**config.mk**
```make
export PLATFORM = sky130hd
export DESIGN_NAME = register_hazard_scoreboard
export DESIGN_NICKNAME = d
export VERILOG_FILES = /design/src/rtl/register_access_pkg.sv /design/src/rtl/register_hazard_scoreboard_counter.sv /design/src/rtl/register_hazard_scoreboard.sv
export SDC_FILE = /design/constraint.sdc
export NUM_CORES = 1
export LEC_CHECK = 0
export CAP_MARGIN = 40
export CORE_MARGIN = 2
export CORE_UTILIZATION = 46
export CTS_CLUSTER_SIZE = 12
export DETAILED_ROUTE_END_ITERATION = 12
export GPL_TIMING_DRIVEN = 0
export PLACE_DENSITY = 0.77
export SETUP_SLACK_MARGIN = 0.4
export SLEW_MARGIN = 10
export SYNTH_ARGS = -nofsm -noshare
export SYNTH_HDL_FRONTEND = slang
export SYNTH_SLANG_ARGS = --single-unit
```
**constraint.sdc**
```tcl
create_clock -name clk -period 1.95 [get_ports clk]
set_input_delay 0.195 -clock clk [delete_from_list [all_inputs] [get_ports clk]]
set_output_delay 0.195 -clock clk [all_outputs]
set_load 0.005 [all_outputs]
```
**src/rtl/register_access_pkg.sv**
```systemverilog
// Shared register-file encodings for the decode/register-access interlock.
// Size codes, register indices and the scoreboard FSM state type.
package register_access_pkg;

  localparam logic [2:0] SIZE_8  = 3'd0;
  localparam logic [2:0] SIZE_16 = 3'd1;
  localparam logic [2:0] SIZE_32 = 3'd2;
  localparam logic [2:0] SIZE_64 = 3'd3;

  localparam int NUM_GPR  = 8;
  localparam int NUM_SEG  = 6;
  localparam int NUM_MMX  = 8;
  localparam int NUM_REGS = NUM_GPR + NUM_SEG + NUM_MMX;

  localparam logic [2:0] GPR_EAX = 3'd0;
  localparam logic [2:0] GPR_ECX = 3'd1;
  localparam logic [2:0] GPR_EDX = 3'd2;
  localparam logic [2:0] GPR_EBX = 3'd3;
  localparam logic [2:0] GPR_ESP = 3'd4;
  localparam logic [2:0] GPR_EBP = 3'd5;
  localparam logic [2:0] GPR_ESI = 3'd6;
  localparam logic [2:0] GPR_EDI = 3'd7;

  localparam logic [2:0] SEG_ES = 3'd0;
  localparam logic [2:0] SEG_CS = 3'd1;
  localparam logic [2:0] SEG_SS = 3'd2;
  localparam logic [2:0] SEG_DS = 3'd3;
  localparam logic [2:0] SEG_FS = 3'd4;
  localparam logic [2:0] SEG_GS = 3'd5;

  localparam logic [2:0] MMX_MM0 = 3'd0;
  localparam logic [2:0] MMX_MM7 = 3'd7;

  typedef enum logic [0:0] {
    ST_RUN  = 1'b0,
    ST_HOLD = 1'b1
  } sb_state_t;

  // 8-bit writes to numbers 4..7 are ah/ch/dh/bh, which live in eax..ebx.
  function automatic logic [2:0] gpr_wb_target(input logic [2:0] number,
                                               input logic [2:0] size);
    if (size == SIZE_8 && number[2])
      return {1'b0, number[1:0]};
    return number;
  endfunction

endpackage

```
**src/rtl/register_hazard_scoreboard_counter.sv**
```systemverilog
// Saturating pending-write counter for one architectural register.
// Simultaneous inc and dec cancel; clr wins over both.
module scoreboard_counter #(
  parameter int CNT_W = 2
) (
  input  logic clk,
  input  logic reset,
  input  logic inc,
  input  logic dec,
  input  logic clr,
  output logic zero,
  output logic full
);

  logic [CNT_W-1:0] cnt;

  always_ff @(posedge clk) begin
    if (reset || clr)
      cnt <= '0;
    else if (inc && !dec && !full)
      cnt <= cnt + 1'b1;
    else if (dec && !inc && !zero)
      cnt <= cnt - 1'b1;
  end

  assign zero = (cnt == '0);
  assign full = (cnt == {CNT_W{1'b1}});

endmodule

```
**src/rtl/register_hazard_scoreboard.sv**
```systemverilog
// RAW/WAW interlock between decode and register access for GPR/segment/MMX.
// Optional sticky underflow flag when built with REG_SCOREBOARD_ERR_EN.
//
// state   | meaning
// ST_RUN  | handshake passes unless a hazard exists
// ST_HOLD | post-flush quiet period, no issue, writebacks dropped
module register_hazard_scoreboard
  import register_access_pkg::*;
#(
  parameter int CNT_W        = 2,
  parameter int FLUSH_CYCLES = 4
) (
  input  logic       clk,
  input  logic       reset,
  input  logic       flush,
  input  logic       d_valid,
  output logic       d_ready,
  output logic       r_valid,
  input  logic       r_ready,
  input  logic [7:0] d_src_gpr,
  input  logic [5:0] d_src_seg,
  input  logic [7:0] d_src_mmx,
  input  logic [7:0] d_dst_gpr,
  input  logic [5:0] d_dst_seg,
  input  logic [7:0] d_dst_mmx,
  input  logic [2:0] wb_reg_number,
  input  logic       wb_reg_en,
  input  logic [2:0] wb_reg_size,
  input  logic [2:0] wb_seg_number,
  input  logic       wb_seg_en,
  input  logic [2:0] wb_mmx_number,
  input  logic       wb_mmx_en,
  output logic       hazard,
  output logic       busy
`ifdef REG_SCOREBOARD_ERR_EN
  , output logic     err_underflow
`endif
);

  localparam int HOLD_W = (FLUSH_CYCLES > 1) ? $clog2(FLUSH_CYCLES) : 1;
  localparam logic [HOLD_W-1:0] HOLD_LOAD = HOLD_W'(FLUSH_CYCLES - 1);

  sb_state_t           state, state_nxt;
  logic [HOLD_W-1:0]   hold_cnt;
  logic                run;
  logic                go;
  logic                issue;
  logic [2:0]          gpr_tgt;

  logic [NUM_GPR-1:0]  dec_gpr;
  logic [NUM_SEG-1:0]  dec_seg;
  logic [NUM_MMX-1:0]  dec_mmx;
  logic [NUM_REGS-1:0] src_all, dst_all, inc_all, dec_all, zero_all, full_all;

  always_ff @(posedge clk) begin
    if (reset)
      state <= ST_RUN;
    else
      state <= state_nxt;
  end

  always_comb begin
    state_nxt = state;
    case (state)
      ST_RUN:  if (flush) state_nxt = ST_HOLD;
      ST_HOLD: if (!flush && hold_cnt == '0) state_nxt = ST_RUN;
      default: state_nxt = ST_RUN;
    endcase
  end

  always_comb begin
    run = (state == ST_RUN);
  end

  always_ff @(posedge clk) begin
    if (reset)
      hold_cnt <= '0;
    else if (flush)
      hold_cnt <= HOLD_LOAD;
    else if (state == ST_HOLD && hold_cnt != '0)
      hold_cnt <= hold_cnt - 1'b1;
  end

  assign src_all = {d_src_mmx, d_src_seg, d_src_gpr};
  assign dst_all = {d_dst_mmx, d_dst_seg, d_dst_gpr};

  // Full counters block new writers so they can never wrap.
  assign hazard  = d_valid & ((|(src_all & ~zero_all)) | (|(dst_all & full_all)));
  assign go      = run & ~hazard;
  assign r_valid = d_valid & go;
  assign d_ready = r_ready & go;
  assign issue   = d_valid & d_ready;

  assign gpr_tgt = gpr_wb_target(wb_reg_number, wb_reg_size);

  always_comb begin
    dec_gpr = '0;
    dec_seg = '0;
    dec_mmx = '0;
    for (int i = 0; i < NUM_GPR; i++)
      dec_gpr[i] = wb_reg_en && (gpr_tgt == 3'(i));
    for (int i = 0; i < NUM_SEG; i++)
      dec_seg[i] = wb_seg_en && (wb_seg_number == 3'(i));
    for (int i = 0; i < NUM_MMX; i++)
      dec_mmx[i] = wb_mmx_en && (wb_mmx_number == 3'(i));
  end

  assign inc_all = dst_all & {NUM_REGS{issue & ~flush}};
  assign dec_all = {dec_mmx, dec_seg, dec_gpr} & {NUM_REGS{run & ~flush}};

  for (genvar g = 0; g < NUM_REGS; g++) begin : g_cnt
    scoreboard_counter #(.CNT_W(CNT_W)) u_cnt (
      .clk  (clk),
      .reset(reset),
      .inc  (inc_all[g]),
      .dec  (dec_all[g]),
      .clr  (flush),
      .zero (zero_all[g]),
      .full (full_all[g])
    );
  end

  assign busy = |(~zero_all);

`ifdef REG_SCOREBOARD_ERR_EN
  always_ff @(posedge clk) begin
    if (reset)
      err_underflow <= 1'b0;
    else if (|(dec_all & zero_all))
      err_underflow <= 1'b1;
  end
`endif

endmodule
```
== Word level (Yosys, flattened, before mapping) ==
Index checks and enable logic that the tools add are counted.

* Register bits after elaboration: 47
* Bits in latches: 0
* Memory bits (writable): 0
* ROM bits: 0
* Input port bits: 64
* Output and inout port bits: 4
* Word-level logic and storage cells: 435
* Memories kept: 0

* $add $sub $neg: 45
* $mul: 0
* Divide/modulo/power cells: 0
* $lt $le $gt $ge: 0
* Equality and inequality tests: 41
* Shift operators: 0
* Multiplexer cells: 52
* Bitwise gates (word level): 16
* Reduce and logical (&&, ||, !) cells: 257

{| class="wikitable"
|+ Operators by type and width
! cell !! number
|-
| logical AND 1 bit || 113
|-
| 2-to-1 mux 2 bit || 46
|-
| zero test 1 bit || 89
|-
| bitwise AND 22 bit || 4
|-
| OR reduction 22 bit || 3
|-
| nonzero test 2 bit || 24
|-
| zero test 2 bit || 23
|-
| subtractor 2 x 1 -> 2 bit (second input constant) || 23
|-
| adder 2 x 1 -> 2 bit (second input constant) || 22
|-
| equality test 2 bit (second input constant) || 22
|-
| equality test 3 bit (second input constant) || 10
|-
| NOT 22 bit || 1
|-
| equality test 3 x 2 -> 1 bit (second input constant) || 6
|-
| zero test 3 bit || 4
|-
| equality test 3 x 1 -> 1 bit (second input constant) || 3
|-
| bitwise AND 1 bit || 7
|-
| 2-to-1 mux 3 bit || 2
|-
| 2-to-1 mux 1 bit || 3
|-
| NOT 1 bit || 3
|-
| case mux 1 bit (2 select lines) || 1
|-
| logical OR 1 bit || 1
|-
| bitwise OR 1 bit || 1
|}

== Logic depth before layout (Yosys ltp) ==
Gate-level depths: netlist of the first run.

* Depth in word-level cells: 17
* Depth in mapped cells: 9
* Gate-level depth less buffers: 7

== Hierarchy ==
A second synthesis of the first run with hierarchy kept.

* Cell total of the unflattened synthesis: 459
* Area total of the unflattened synthesis: 3575.9 um^2

{| class="wikitable"
|+ By module, submodules not included
! module !! times used !! cells each !! area each (um^2) !! seq. area each (um^2)
|-
| scoreboard_counter || 22 || 14 || 121.4 || 40.0
|-
| register_hazard_scoreboard || 1 || 151 || 905.9 || 60.1
|}

== Least setup slack after synthesis of the first run ==
OpenSTA, ideal clock, no wires.

* Kind: register to register
* Start: reg g_cnt[10].u_cnt.cnt[1]
* End: reg g_cnt[2].u_cnt.cnt[0]
* Library setup time: 0.134 ns
* Arrival: 1.863 ns
* Required time: 1.816 ns
* Setup slack: -0.047 ns
* Stages on the path, launching flop included: 9
* Buffers on the path: 2
* Period minus slack after synthesis: 1.997 ns
* Path through: dfxtp_1 > o21ai_1 > nand4_1 > or3_1 > buf_2 > buf_6 > or3_4 > a311oi_1 > a211oi_1

* Longest elaborated chain between the ends: 16
* Elaborated cells on any way between the ends: 22
* Those cells by class: eq/ne: 1; mux: 1; bitwise: 11; reduce/logical: 9

{| class="wikitable"
|+ RTL lines
! what !! RTL line !! RTL
|-
| from (decl) || register_hazard_scoreboard_counter.sv:15 || <nowiki>logic [CNT_W-1:0] cnt;</nowiki>
|-
| from (signal assigned) || register_hazard_scoreboard_counter.sv:21 || <nowiki>cnt <= cnt + 1'b1;</nowiki>
|-
| from (signal assigned) || register_hazard_scoreboard_counter.sv:23 || <nowiki>cnt <= cnt - 1'b1;</nowiki>
|-
| zero test 2 bit || register_hazard_scoreboard_counter.sv:26 || <nowiki>assign zero = (cnt == '0);</nowiki>
|-
| NOT 22 bit || register_hazard_scoreboard.sv:88 || <nowiki>assign hazard = d_valid & ((|(src_all & ~zero_all)) | (|(dst_all & full_all)));</nowiki>
|-
| bitwise AND 22 bit || register_hazard_scoreboard.sv:88 ||
|-
| OR reduction 22 bit || register_hazard_scoreboard.sv:88 ||
|-
| bitwise OR 1 bit * || register_hazard_scoreboard.sv:88 ||
|-
| bitwise AND 1 bit * || register_hazard_scoreboard.sv:88 ||
|-
| NOT 1 bit * || register_hazard_scoreboard.sv:89 || <nowiki>assign go = run & ~hazard;</nowiki>
|-
| bitwise AND 1 bit * || register_hazard_scoreboard.sv:89 ||
|-
| bitwise AND 1 bit * || register_hazard_scoreboard.sv:91 || <nowiki>assign d_ready = r_ready & go;</nowiki>
|-
| bitwise AND 1 bit * || register_hazard_scoreboard.sv:92 || <nowiki>assign issue = d_valid & d_ready;</nowiki>
|-
| bitwise AND 1 bit * || register_hazard_scoreboard.sv:108 || <nowiki>assign inc_all = dst_all & {NUM_REGS{issue & ~flush}};</nowiki>
|-
| bitwise AND 22 bit * || register_hazard_scoreboard.sv:108 ||
|-
| zero test 1 bit || register_hazard_scoreboard_counter.sv:22 || <nowiki>else if (dec && !inc && !zero)</nowiki>
|-
| logical AND 1 bit (2 in a row) || register_hazard_scoreboard_counter.sv:22 ||
|-
| nonzero test 2 bit (no line) || - ||
|-
| to (signal assigned) || register_hazard_scoreboard_counter.sv:21 ||
|-
| to (signal assigned) || register_hazard_scoreboard_counter.sv:23 ||
|-
| to (decl) || register_hazard_scoreboard_counter.sv:15 ||
|}

Mark *: on every way between the ends. The rest lies on a longest branch, timed or not.
A chain may end at the register's enable or synchronous reset.

== Worst setup path after layout of the first run ==
* Start: reg g_cnt[9].u_cnt.cnt[1]
* End: out busy

* Longest elaborated chain between the ends: 3

{| class="wikitable"
|+ RTL lines
! what !! RTL line !! RTL
|-
| from (decl) || register_hazard_scoreboard_counter.sv:15 ||
|-
| from (signal assigned) || register_hazard_scoreboard_counter.sv:21 ||
|-
| from (signal assigned) || register_hazard_scoreboard_counter.sv:23 ||
|-
| zero test 2 bit || register_hazard_scoreboard_counter.sv:26 ||
|-
| NOT 22 bit || register_hazard_scoreboard.sv:123 || <nowiki>assign busy = |(~zero_all);</nowiki>
|-
| OR reduction 22 bit || register_hazard_scoreboard.sv:123 ||
|-
| to (decl) || register_hazard_scoreboard.sv:34 || <nowiki>output logic busy</nowiki>
|}

Every way passes these cells.

==> impl_summary.md, run 1 <==
Setup path
The type of destination of the critical path is an output port. The launching element type of the critical path is a register. The startpoint of the most critical register-to-register path is g_cnt[0].u_cnt.cnt[1]$_SDFFE_PP0P_.

The required time of the critical path is 1.75 ns. For the worst setup path, the data arrival time is 2.31 ns. The source of the critical timing path is g_cnt[9].u_cnt.cnt[1]$_SDFFE_PP0P_. The highest net fanout along the worst path is 6. The worst setup path is of the reg -> out kind.

Power and ir drop
The areal power density over the cells is 479 nW/um2. Net switching is 28.0% of the power. Registers are responsible for 38.7% of the overall power. The proportion of power drawn by the clock network is 35.6%. The worst-case IR drop observed on VDD is 366 uV. The switching power is 0.704 mW. The combinational share of power is 25.7%. Summed over all cells, the static leakage comes to 1.72 nW.

The internal power component is 1.81 mW.

Place
Input and output buffers added on the ports amount to 67. The number of cells in the design after placement is 548. The routability congestion estimate is 0.920. Once detailed placement completed, the half-perimeter wirelength came to 7960 um.

STA
The headroom to the max-slew limit is 37.8%. The fmax is 0.399 GHz. The number of slew-limit violations in the final report came to 0. The post-route minimum period is 2.51 ns. The post-route clock skew is 0.00666 ns.

Setup violations remaining at the end of the flow were counted as 48. Once routing completed, OpenROAD measured the worst setup slack at -0.555 ns. Setup repair after global routing could not meet its margin everywhere. At the pin with the least slew margin, the transition time is 0.933 ns. The total negative slack is -17.70 ns. The fraction of the cycle the final worst path needs is 128%. The number of endpoints with negative hold slack in the final report is 0.

Logic synthesis
The most common flop cell mapped by yosys is dfxtp_1. The sequential cell area fraction in the yosys report is 30.4%. Counting every net in the synthesized netlist gives 469. The fraction of post-synthesis cell area in the top cell type by area is 30.4%. In this run, synthesis inferred 0 flip-flops with an integrated enable. Synthesis produced a netlist whose cell count is 404. The combined area of all synthesized cells is 3090 um2. Sorting the synthesized cells by area gives the leading types as dfxtp_1, o31a_1, nor4_2. The netlist uses 37 different library cells. In this run, synthesis produced a sequential element count of 47. Averaged over all synthesized cells, the footprint is 7.65 um2.

In the synthesized netlist the async set-or-reset flop fraction comes to 0%. During synthesis, Yosys emitted a total of 0 warnings. The largest area contributor in the synthesized netlist is dfxtp_1.

Finish
The share of final-layout standard cells stronger than drive strength 1 is 36.3%. Leaving out filler cells and counting taps, the final layout contains 592. Leaving out fill and tap cells, the most frequent cell in the layout is clkdlybuf4s50_1. The post-synthesis to final-layout area growth is 69.8%. In the layout the commonest cells are clkdlybuf4s50_1, o21ai_1, nand2_1. At the end of the flow, the number of nets in the layout was 579.

The repair_antennas step left the layout with diodes totalling 0. The layout has 372 filler cells. The utilization of the core after routing is 81.7%.

Worst hold path
The tightest min-delay check is of the reg -> reg type. In this run the most critical hold path is launched from g_cnt[1].u_cnt.cnt[1]$_SDFFE_PP0P_.

Clocking
TritonCTS built the clock tree. The cell sitting at the root of the clock tree is a clkbuf_8. Hold repair after CTS inserted 0 buffers. The worst-skew pair later-pin latency is 0.31 ns.

The number of sinks on the clock net is 47. The clock-pin slew on the worst setup and hold paths is 0.10 ns. The H-tree was split into 2 levels. The TritonCTS buffer count is 5. The clock passes through at most 2 buffers.

Drt
Dividing the detail-routed via count by the number of cells gives 6.88. The iteration count of the initial detailed-routing pass is 6. The number of nets with antenna violations after detailed routing is 0.

The mean routed wirelength per cell is 22.6 um. For this block, the initial DRC count from the detailed router was 415. The via total after detailed routing is 4075. In the routed design, unresolved DRC markers number 0.

The total length of routed wires is 13400 um.

Global routing
For this run, the total global-route usage over all layers was measured as 31.6%. The maximum number of pins on one net before global-route repair is 16. The number of global-route vias before repair is 3665. The first global-routing pass estimated 18400 um of wire.

The initial antenna violation count is 0. Summed over all layers, the global routing overflow is 0.

Floorplanning
The floorplan step defined a core boundary enclosing 6420 um2. The floorplan step defined a die boundary enclosing 7390 um2. For this configuration, the core starts out at a cell density of 48.1%. The die outline height is 86.0 um. The die span in x is 86.0 um.

The I/O pin count is 68. The floorplan has 29 rows.

Run status
The final reports fail on negative setup slack. The flow ran to the end, but the final reports show violations.

Run
Across the run, the number of max-cap violations was 0.
==> final timing paths <==
| check | end | slack (ns) | depth (start not counted) |
|---|---|---|---|
| setup / recovery | busy | -0.56 | 5 |
| hold / removal | g_cnt[1].u_cnt.cnt[1]$_SDFFE_PP0P_ | 0.53 | 2 |
| setup reg to reg | g_cnt[12].u_cnt.cnt[0]$_SDFFE_PP0P_ | -0.46 | 11 |
| hold reg to reg | g_cnt[1].u_cnt.cnt[1]$_SDFFE_PP0P_ | 0.53 | 2 |
==> Yosys cell counts, drive strengths merged, types with 4 or more instances <==
cell type	count
nand2b	25
o31a	22
nor2	22
o21a	17
nand3	24
nand2	30
nor3	23
dfxtp	47
a21oi	26
clkbuf	8
inv	4
and3	6
nand4	13
o21ai	49
a211o	4
nor4	37
buf	9
nor3b	4
a211oi	17
==> power by group through the flow <==
stage | Clock (mW) | Sequential [mW] | Combinational (mW)
2_1_floorplan | 0 | 1.00 | 0.215
4_1_cts | 0.883 | 0.972 | 0.525
5_1_grt | 0.921 | 0.974 | 0.669
3_3_place_gp | 0 | 1.00 | 0.434
6_report | 0.896 | 0.973 | 0.648
3_5_place_dp | 0 | 1.00 | 0.439
==> per-stage QoR <==
step	total power, mW	area (um2)	worst slack, ns	hold slack [ns]
after global routing	2.56	5250	-0.543	0.545
after CTS	2.38	4680	-0.380	0.520
after floorplan	1.22	3310	0.0602	0.264
final	2.52	5250	-0.555	0.532
after detailed placement	1.44	4070	-0.853	0.496
after global placement	1.44	4070	-0.861	0.487
==> logic make-up after synthesis <==
family / Yosys count / share of synthesized area, %
simple gates: 194 / 36.5
flops: 47 / 30.4
buf+inv: 21 / 3.20
compound gates: 140 / 29.2
xor+xnor: 1 / 0.283
fa+ha+maj: 1 / 0.405
==> layout make-up <==
class | instances | area (um2) | share of cell area, %
buffer | 17 | 216 | 4.12
clock buffer | 5 | 68.8 | 1.31
clock inverter | 3 | 67.6 | 1.29
inverter | 4 | 15.0 | 0.286
multi-input combinational | 336 | 2720 | 51.8
sequential | 47 | 992 | 18.9
tap | 77 | 96.3 | 1.84
timing repair buffer | 103 | 1070 | 20.5
==> worst max-delay path, cell delays in order (launching register included) <==
cell,delay [ns]
dfxtp_1,0.37
nor4_1,0.54
nand4_1,0.20
nor2_1,0.24
nand4_1,0.16
clkdlybuf4s50_1,0.48
==> state kept, by name, indices dropped and copies added, names as in the netlist <==
name             flops
g_cnt.u_cnt.cnt     44
hold_cnt             2
state                1
==> per-layer routing <==
metal	part of all wire [%]	GRT usage, %
met4	5.5	13.4
met3	9.5	6.64
met2	48	53.6
met5	0	0
met1	37	38.5
==> repair_timing <==
| item | in CTS | in global routing |
|---|---|---|
| buffers inserted | 14 | 18 |
| pin swaps | 32 | 78 |
| resized for setup | 98 | 97 |
| cloned | 2 | 2 |
| endpoints found under the setup margin | 48 | 48 |
Note: power is estimated with default switching activity, not from simulation.
==> run 2: changes to the inputs <==
--- a/config.mk
+++ b/config.mk
@@ -5,6 +5,7 @@
 export SDC_FILE = /design/constraint.sdc
 export NUM_CORES = 1
 export LEC_CHECK = 0
+export ABC_CLOCK_PERIOD_IN_PS = 1950
 export CAP_MARGIN = 40
 export CORE_MARGIN = 2
 export CORE_UTILIZATION = 46
==> results of run 2 <==
Same layout as run 1: the final DEF is identical, and so are final timing and power.
==> run 3: changes to the inputs <==
--- a/config.mk
+++ b/config.mk
@@ -7,6 +7,7 @@
 export LEC_CHECK = 0
 export ABC_CLOCK_PERIOD_IN_PS = 1950
 export CAP_MARGIN = 40
+export CORE_ASPECT_RATIO = 1.25
 export CORE_MARGIN = 2
 export CORE_UTILIZATION = 46
 export CTS_CLUSTER_SIZE = 12
==> run 3 against run 2 <==
Combinational power down 3.4%. Count of clock-buffer cells in the layout is 1 higher. Via count is 2.3% higher. Setup slack worse by 0.0065 ns. The run still ends with negative setup slack left. Cell count increased by 2.0%. Largest power group unchanged. First-iteration DRC count is 8.2% lower. Routed wire length rose by 6.8%. Register-to-register slack got worse by 0.10 ns. Final area is essentially flat. Core utilization decreased by 1.3 points.
==> impl_summary.md, run 3 (synthesis gave the netlist of run 1 again) <==
Run status
The run finished, with violations left. The final reports fail on negative setup slack.

Drt
The amount of wire on met3 after detailed routing is 1260 um. Routed signal wires occupy layers up through met4. The DRC marker count from the first detailed-route iteration is 381. Summed over all nets, wire length on met2 after detailed routing comes to 7000 um.

Dividing the detail-routed wire length by the instance count gives 23.7 um. The total length of routed wires is 14300 um. The detailed router placed 4169 vias in this run. The met1 wire length is 4970 um. The post-route DRC violation count is 0. The number of nets with antenna violations after detailed routing is 0. The iteration count of the initial detailed-routing pass is 6. After detailed routing, the number of vias per cell comes to 6.90.

STA
The headroom to the max-slew limit is 45.5%. The transition time at the pin with the least slew margin is 0.818 ns. Counting I/O delays and the setup requirement, the final critical path takes 2.51 ns.

The worst slack on hold paths is 0.524 ns. Setup repair after global routing could not meet its margin everywhere. Summed over all failing endpoints, the final setup total negative slack is -18.62 ns. Setup slack on the critical path of the routed design comes to -0.562 ns. The number of slew-limit violations in the final report was 0. The fraction of the cycle the final worst path needs is 129%. Derived from the worst setup path, the maximum achievable clock frequency is 0.398 GHz. The final setup violation count is 48. The number of endpoints with negative hold slack in the final report is 0. The post-route clock skew is 0.0151 ns.

Worst hold path
The hold path startpoint is g_cnt[4].u_cnt.cnt[1]$_SDFFE_PP0P_. The min-delay analysis places its worst path in the category reg -> reg.

Global routing
Entering global routing, the biggest net connects 14 pins. The first-pass GRT wire length is 19800 um. Global routing used 34.7% of the available tracks across all layers. The initial antenna violation count is 0.

Global routing finished with a remaining overflow of 0. The number of global-route vias before repair is 3931.

Setup path
The critical path in this run is classified as reg -> reg. Data arrives at the worst endpoint at 2.74 ns. The required time of the critical path is 2.18 ns. The startpoint of the most critical register-to-register path is g_cnt[14].u_cnt.cnt[1]$_SDFFE_PP0P_. The type of destination of the critical path is a register. Of all nets on the critical path, the largest fanout is 6. The worst setup path is launched from a register. Tracing the worst setup path back leads to its startpoint at g_cnt[14].u_cnt.cnt[1]$_SDFFE_PP0P_.

Finish
Compared with the post-synthesis result, the final layout area differs by 69.7%. For this run, the share of the core covered by cells in the final layout is 80.4%. In the final design database the tool counted 582 nets. The register with the highest flop count is g_cnt.u_cnt.cnt. The share of final-layout standard cells stronger than drive strength 1 is 36.8%.

The most common library cell in the layout ignoring fill and taps is clkdlybuf4s50_1. The repair_antennas step left the layout with diodes totalling 0. The final instance count without filler cells is 604. The register with the most flip-flops in the layout has 44 of them.

The library cells used most frequently in the layout, excluding fill and tap cells, are clkdlybuf4s50_1, nand2_1, nand3_1, o21ai_1, o31a_1. In the final layout, the registers with the most flip-flops are g_cnt.u_cnt.cnt x44, hold_cnt x2, state x1.

Place
The number of cells in the design after placement is 558. The routability congestion estimate is 0.937. The count of input and output buffers is 67. The HPWL after detailed placement is 7830 um.

Clocking
The number of sinks on the clock net is 47. The library cell used as clock root buffer is clkbuf_8. The CTS tree is yes.

Clock-pin slew was measured on the worst setup and hold paths at 0.09 ns. The worst-skew pair later-pin latency is 0.31 ns. The number of buffers on the longest clock path is 2. The maximum level of the CTS H-tree is 2. The TritonCTS buffer count is 5.

Floorplanning
From bottom edge to top edge, the die measures 95.7 um. During I/O placement, the number of pins put on the boundary was 68. The area of the die is 7400 um2.

For this configuration, the core starts out at a cell density of 47.4%. The number of placement rows is 33. In this run the standard cell core region covers 6520 um2.

The die span in x is 77.3 um.

Power and ir drop
The design draws 2.33 mW. The worst IR drop on VDD is 329 uV. For this design the static power due to leakage is 1.72 nW. The areal power density over the cells is 444 nW/um2.

Run
Across the run, the number of max-cap violations was 0.
[run 3: cell count changes in the layout (fill, tap and decap cells not counted), moves of 4 or more]
cell / change
buf_6: +4
buf_8: -5
nor3_1: +5
nor3_2: -4
o21ai_1: -7
o21ai_2: +7
[run 3: report_power, final]
part           internal [mW]  leakage [nW]  total, mW  switching [mW]
sequential             0.955         0.396      0.970          0.0145
clock                  0.377        0.0513      0.732           0.355
combinational          0.331          1.28      0.626           0.295
total                   1.66          1.72       2.33           0.665
[run 3: final timing paths]
kind	to	slack [ns]	depth (start not counted)
worst max-delay path	g_cnt[11].u_cnt.cnt[1]$_SDFFE_PP0P_	-0.56	10
worst min-delay path	g_cnt[4].u_cnt.cnt[1]$_SDFFE_PP0P_	0.52	2
worst max register to register	g_cnt[11].u_cnt.cnt[1]$_SDFFE_PP0P_	-0.56	10
worst min register to register	g_cnt[4].u_cnt.cnt[1]$_SDFFE_PP0P_	0.52	2
[run 3: metal layers]
| metal | GRT usage (%) | up-vias |
|---|---|---|
| met4 | 22.3 | 0 |
| met5 | 0 | - |
| met3 | 9.94 | 101 |
| li1 | - | 1800 |
| met2 | 61.7 | 319 |
| met1 | 36.0 | 1949 |
[run 3: repair_timing]
item | CTS | global route
endpoints found under the setup margin | 48 | 48
setup buffers | 19 | 15
gates resized for setup | 128 | 68
gates cloned | 4 | 1
hold buffers | 0 | 0
pin swaps | 66 | 43
[run 3: per-stage QoR]
stage | worst slack (ns) | instance area (um2)
after CTS | -0.401 | 4890
after global routing | -0.583 | 5250
after global placement | -0.859 | 4090
after detailed placement | -0.846 | 4090
final | -0.562 | 5250
after floorplan | 0.0602 | 3310
[run 3: cell type report]
type | instances | area [um2]
Clock inverter | 1 | 30.0
Buffer | 17 | 229
Clock buffer | 6 | 72.6
Sequential cell | 47 | 1000
Inverter | 4 | 15.0
Fill cell | 412 | 1280
Timing Repair Buffer | 106 | 1110
Tap cell | 87 | 109
Multi-Input combinational cell | 336 | 2680
[run 3: worst max-delay path, cell delays in order, from the launching register on]
cell and delay (ns):
dfxtp_2 0.38, o21ai_2 0.15, nand4_1 0.15, or3_4 0.42, buf_6 0.13, buf_8 0.13, buf_6 0.11, clkbuf_16 0.15
nor4_2 0.39, o21ai_0 0.24, a21oi_2 0.19
